--- config.mk ---
export PLATFORM = sky130hd
export DESIGN_NAME = rv32i_branch_predictor
export DESIGN_NICKNAME = d
export VERILOG_FILES = /design/src/rtl/rv32i_pkg.sv /design/src/rtl/rv32i_bht_counter.sv /design/src/rtl/rv32i_branch_predictor.sv
export SDC_FILE = /design/constraint.sdc
export NUM_CORES = 1
export LEC_CHECK = 0
export CAP_MARGIN = 20
export CORE_ASPECT_RATIO = 1.75
export CORE_UTILIZATION = 50
export DETAILED_ROUTE_END_ITERATION = 7
export GPL_TIMING_DRIVEN = 0
export PLACE_DENSITY = 0.7
export RECOVER_POWER = 25
export SLEW_MARGIN = 20
export SYNTH_ARGS = -nofsm -noshare
export SYNTH_HDL_FRONTEND = slang
export SYNTH_SLANG_ARGS = --single-unit
export TNS_END_PERCENT = 100
--- constraint.sdc ---
create_clock -name clk -period 4.8 [get_ports clk]
set_input_delay 0.48 -clock clk [delete_from_list [all_inputs] [get_ports clk]]
set_output_delay 0.48 -clock clk [all_outputs]
set_load 0.01 [all_outputs]
--- src/rtl/rv32i_pkg.sv ---
// rv32i_pkg: branch funct3 encodings and 2-bit BHT counter type shared by the front end and execute.
package rv32i_pkg;
  localparam logic [2:0] BEQ  = 3'b000;
  localparam logic [2:0] BNE  = 3'b001;
  localparam logic [2:0] BLT  = 3'b100;
  localparam logic [2:0] BGE  = 3'b101;
  localparam logic [2:0] BLTU = 3'b110;
  localparam logic [2:0] BGEU = 3'b111;
  typedef logic [1:0] bht_ctr_t;
  localparam bht_ctr_t BHT_STRONG_NT = 2'b00;
  localparam bht_ctr_t BHT_WEAK_NT   = 2'b01;
  localparam bht_ctr_t BHT_WEAK_T    = 2'b10;
  localparam bht_ctr_t BHT_STRONG_T  = 2'b11;
endpackage

--- src/rtl/rv32i_bht_counter.sv ---
// rv32i_bht_counter: 2-bit saturating counter next-state for one resolved branch outcome.
module rv32i_bht_counter
  import rv32i_pkg::*;
(
  input  bht_ctr_t ctr_i,
  input  logic     taken_i,
  output bht_ctr_t ctr_nxt_o
);
  always_comb begin
    ctr_nxt_o = taken_i ? ((ctr_i == BHT_STRONG_T)  ? ctr_i : ctr_i + 2'd1)
                        : ((ctr_i == BHT_STRONG_NT) ? ctr_i : ctr_i - 2'd1);
  end
endmodule

--- src/rtl/rv32i_branch_predictor.sv ---
// rv32i_branch_predictor: 2-bit BHT + direct-mapped BTB fetch predictor, trained from execute.
module rv32i_branch_predictor
  import rv32i_pkg::*;
#(
  parameter int BHT_ENTRIES = 64,
  parameter int BTB_ENTRIES = 16
) (
  input  logic        clk,
  input  logic        rst,
  input  logic [31:0] fetch_pc,
  output logic        pred_taken,
  output logic [31:0] pred_target,
  input  logic        upd_valid,
  input  logic [31:0] upd_pc,
  input  logic        upd_taken,
  input  logic [31:0] upd_target,
  input  logic        upd_pred_taken,
  input  logic        flush_btb,
  output logic [31:0] mispredict_cnt
);
  localparam int HW = $clog2(BHT_ENTRIES);
  localparam int BW = $clog2(BTB_ENTRIES);
  localparam int TW = 30 - BW;
  bht_ctr_t          bht_q     [BHT_ENTRIES];
  logic [BTB_ENTRIES-1:0] btb_v_q;
  logic [TW-1:0]     btb_tag_q [BTB_ENTRIES];
  logic [31:0]       btb_tgt_q [BTB_ENTRIES];
  logic [31:0]       cnt_q, cnt_d;
  logic [HW-1:0]     fhi, uhi;
  logic [BW-1:0]     fbi, ubi;
  logic              btb_hit;
  bht_ctr_t          ctr_nxt;
  logic              unused_lsb;
  assign fhi = fetch_pc[HW+1:2];
  assign fbi = fetch_pc[BW+1:2];
  assign uhi = upd_pc[HW+1:2];
  assign ubi = upd_pc[BW+1:2];
  assign unused_lsb = ^{fetch_pc[1:0], upd_pc[1:0]};
  assign btb_hit = btb_v_q[fbi] && (btb_tag_q[fbi] == fetch_pc[31:BW+2]);
  assign pred_taken = btb_hit && bht_q[fhi][1];
  assign pred_target = pred_taken ? btb_tgt_q[fbi] : 32'h0;
  assign mispredict_cnt = cnt_q;
  assign cnt_d = (upd_valid && (upd_taken != upd_pred_taken)) ? cnt_q + 32'd1 : cnt_q;
  rv32i_bht_counter u_ctr (
    .ctr_i     (bht_q[uhi]),
    .taken_i   (upd_taken),
    .ctr_nxt_o (ctr_nxt)
  );
  // Lookup reads flop state only, so a same-cycle update is seen from the next cycle.
  always_ff @(posedge clk) begin
    if (rst) begin
      for (int i = 0; i < BHT_ENTRIES; i++) bht_q[i] <= BHT_WEAK_NT;
      btb_v_q <= '0;
      cnt_q   <= '0;
    end else begin
      cnt_q <= cnt_d;
      if (upd_valid) bht_q[uhi] <= ctr_nxt;
      if (flush_btb) btb_v_q <= '0;
      else if (upd_valid && upd_taken) begin
        btb_v_q[ubi]   <= 1'b1;
        btb_tag_q[ubi] <= upd_pc[31:BW+2];
        btb_tgt_q[ubi] <= upd_target;
      end
    end
  end
endmodule

==> flow_summary.json <==
{
  "end_kind": "output pin",
  "synth_seq_cells": 1104,
  "routed_via_density": 6.25,
  "finalPower_mw": 20.1,
  "yosys_most_used_dff": "edfxtp_1",
  "worstPathArrival_ns": 4.36,
  "setup_viol": 13,
  "crit_required_ns": 4.32,
  "port_buffers": 155,
  "fin_worst_skew_ns": 0.0287,
  "placedCellCount": 3750,
  "rows": 145,
  "fin_ws_ns": -0.0400,
  "cp-start-kind": "input port",
  "die_y_um": 399,
  "first_pass_iters": 6,
  "ir_drop_mv": 0.287,
  "cts_buffers": 97,
  "area_growth_pct": 18.6,
  "yosysTopAreaCell": "edfxtp_1",
  "synthTopCellsByArea": "edfxtp_1 70%, mux4_2 14%, dfxtp_1 2.1%",
  "drc_errors": 0,
  "netlist_area_sq_um": 45100,
  "path_delay_family": "buffers and inverters",
  "hold_viol": 0,
  "slew_headroom": 0.208,
  "cpMaxStageDelayCell": "clkdlybuf4s50_1",
  "drive_gt1_frac": 0.250,
  "grt_pass1_vias": 25900,
  "synth_cells": 2360,
  "clk_pin_slew_worst_paths_ns": 0.07,
  "syn_avg_cell_area_sq_um": 19.1,
  "core_sq_um": 89300,
  "antenna_found_initial": 24,
  "status": "complete, but fails checks",
  "whs_path_depth": 1,
  "violations": "negative setup slack",
  "dieWidth_um": 229,
  "async_reset_ff_frac": 0,
  "drtAntennaViolNets": 0,
  "place_area_sq_um": 49600,
  "cts-htree-levels": 3,
  "rsz0062_at_grt": "no",
  "fmax_mhz": 207,
  "clockBufferDepth": 3,
  "grt_usage": 0.278,
  "yosysTopAreaCellShare": 0.704,
  "dp_slack_ns": -1.46,
  "path_max_fanout": 10,
  "pwr_density_cell_nw_per_um2": 376,
  "path_buf_inv": 7,
  "post-route-period-util": 1.01,
  "synthDistinctLibCells": 61,
  "cts_root_buf": "clkbuf_16",
  "grt-ovfl-total": 0,
  "place_congestion": 0.967,
  "report.final.slew_viol_count": 0,
  "finalWirelength_mm": 125,
  "crit_chain": "clkdlybuf4s15_2 -> buf_6 -> buf_4 -> buf_6 -> mux4_2 -> mux2i_1 -> o21ai_0 -> o32ai_2 -> o2111ai_1 -> nor4_4 -> buf_4 -> buf_4 -> and3_1 -> clkdlybuf4s50_1",
  "cp.depth": 14,
  "drtIter0Drc": 2460,
  "cpMostUsedCell": "buf_4",
  "yosysSeqAreaShare": 0.725,
  "final_area_sq_um": 53400,
  "cts_tree": "yes",
  "clock_latency_ns": 0.70,
  "path_class": "input port to output pin",
  "max_stage_delay_ns": 0.56,
  "initial_utilization": 0.505,
  "hold_path.class": "flip-flop to flip-flop",
  "grt_pass1_wl_mm": 179,
  "cts_hold_buf": 0,
  "dp_hpwl_mm": 85.8,
  "grt_max_degree": 20,
  "routedWlPerCell_um": 31.6,
  "synthesis.nets": 2463,
  "numClockSinks": 1104,
  "die-area_sq_um": 91400,
  "cap_viol_max_count": 0,
  "synth_edf_count": 1056,
  "post-route-min-period_ns": 4.84,
  "leakage_nw": 17.4,
  "fin_cells": 3951,
  "num_io_pins": 167,
  "layout.nets": 2782,
  "vias": 24700,
  "ys_warn_count": 0,
  "worstMarginPinSlew_ns": 1.18,
  "rr_worst_depth": 8
}
==> worst reg2reg max path: stages (launching register included) <==
cell	delay, ns
edfxtp_1	0.41
mux4_2	0.49
mux4_2	0.53
a22oi_1	0.51
and3_1	0.27
maj3_1	0.15
buf_2	0.26
clkbuf_1	0.42
nand2_1	0.14
==> kinds of logic after synthesis <==
kind of cell | after synthesis | share of synthesized area
flops | 1104 | 0.725
simple gates | 496 | 0.0553
mux | 397 | 0.167
buf+inv | 163 | 0.0184
compound gates | 134 | 0.0215
xor+xnor | 63 | 0.0122
fa+ha+maj | 3 | 0.000722
==> where the power goes <==
part	internal (mW)	switching (mW)	leakage, nW
Clock	4.57	3.65	1.61
Sequential	10.6	0.0212	9.84
Combinational	0.497	0.768	5.97
Total	15.7	4.44	17.4
==> timing repair <==
item,in CTS,in global routing
buffers inserted,5,0
setup endpoints to repair,33,32
gates cloned,0,0
resized for setup,79,29
pin swaps,4,2
==> sequential cells by signal, indices dropped and copies added, names as in the netlist <==
signal	count
btb_tag_q	416
mispredict_cnt	32
bht_q	128
btb_tgt_q	512
btb_v_q	16
==> final timing paths <==
check                             startpoint              end  slack, ns
worst min register to register    btb_v_q[7]       btb_v_q[7]       0.45
worst max register to register  bht_q[15][1]     bht_q[45][0]       1.35
worst min-delay path              btb_v_q[7]       btb_v_q[7]       0.45
worst max-delay path             fetch_pc[4]  pred_target[22]      -0.04
==> metrics by stage <==
| step | hold WS (ns) | utilization | TNS (ns) |
|---|---|---|---|
| final | 0.450 | 0.599 | -0.271 |
| after floorplan | 0.421 | - | 0 |
| after global placement | 0.428 | 0.539 | -3929.60 |
| after global routing | 0.466 | 0.598 | 0 |
| after detailed placement | 0.434 | 0.556 | -43.70 |
| after CTS | 0.449 | 0.597 | 0 |
==> cell usage after synthesis, types with 13 or more instances <==
library cell and n:
a21oi_1 17, nor3_1 46, nor2_1 122, nand2_1 96
buf_1 24, buf_4 16, nand2b_1 27, edfxtp_1 1056
and3_1 42, a21o_1 37, xor2_1 34, xnor2_1 29
nand4_1 15, mux2_2 22, o22ai_1 13, buf_2 39
mux2i_1 94, mux4_2 281, nand3_1 62, or2_2 29
dfxtp_1 48, clkbuf_1 63
==> metal layers <==
metal | wire (um) | track usage | share of wire | vias to the layer above
li1 | - | - | - | 10200
met1 | 41100 | 0.303 | 0.33 | 12800
met2 | 66900 | 0.500 | 0.54 | 1208
met3 | 9100 | 0.0583 | 0.073 | 353
met4 | 7550 | 0.161 | 0.060 | 26
met5 | 153 | 0 | 0.0012 | -
==> cell type report <==
type / instances / area, sq um
Fill cell: 6340 / 35800
Sequential cell: 1104 / 32700
Multi-Input combinational cell: 1093 / 11800
Timing Repair Buffer: 220 / 3080
Clock buffer: 112 / 2510
Tap cell: 1176 / 1470
Buffer: 155 / 975
Clock inverter: 71 / 840
Inverter: 8 / 33.8
Antenna cell: 12 / 30.0
==> layout by cell type (no fill, tap or decap), types with 9 or more instances in the layout <==
master              n
edfxtp_1         1056
mux4_2            281
nor2_1            105
clkdlybuf4s50_1   103
clkbuf_16          97
nand2_1            96
mux2i_1            89
clkbuf_1           65
nand3_1            62
dfxtp_1            48
nor3_1             45
and3_1             42
a21o_1             37
dlygate4sd3_1      37
buf_16             34
xor2_1             33
buf_4              29
or2_2              29
nand2b_1           27
buf_12             27
xnor2_1            27
buf_2              24
mux2_2             22
buf_6              21
clkinv_2           20
a21oi_1            16
nor2_4             16
nand4_1            15
bufinv_16          14
o22ai_1            13
clkinv_1           13
dlymetal6s2s_1     13
diode_2            12
and2_1             11
clkinvlp_4         11
buf_1              11
clkbuf_2           10
o21ai_0            10
clkdlybuf4s15_2     9
(Power assumes the default switching activity.)
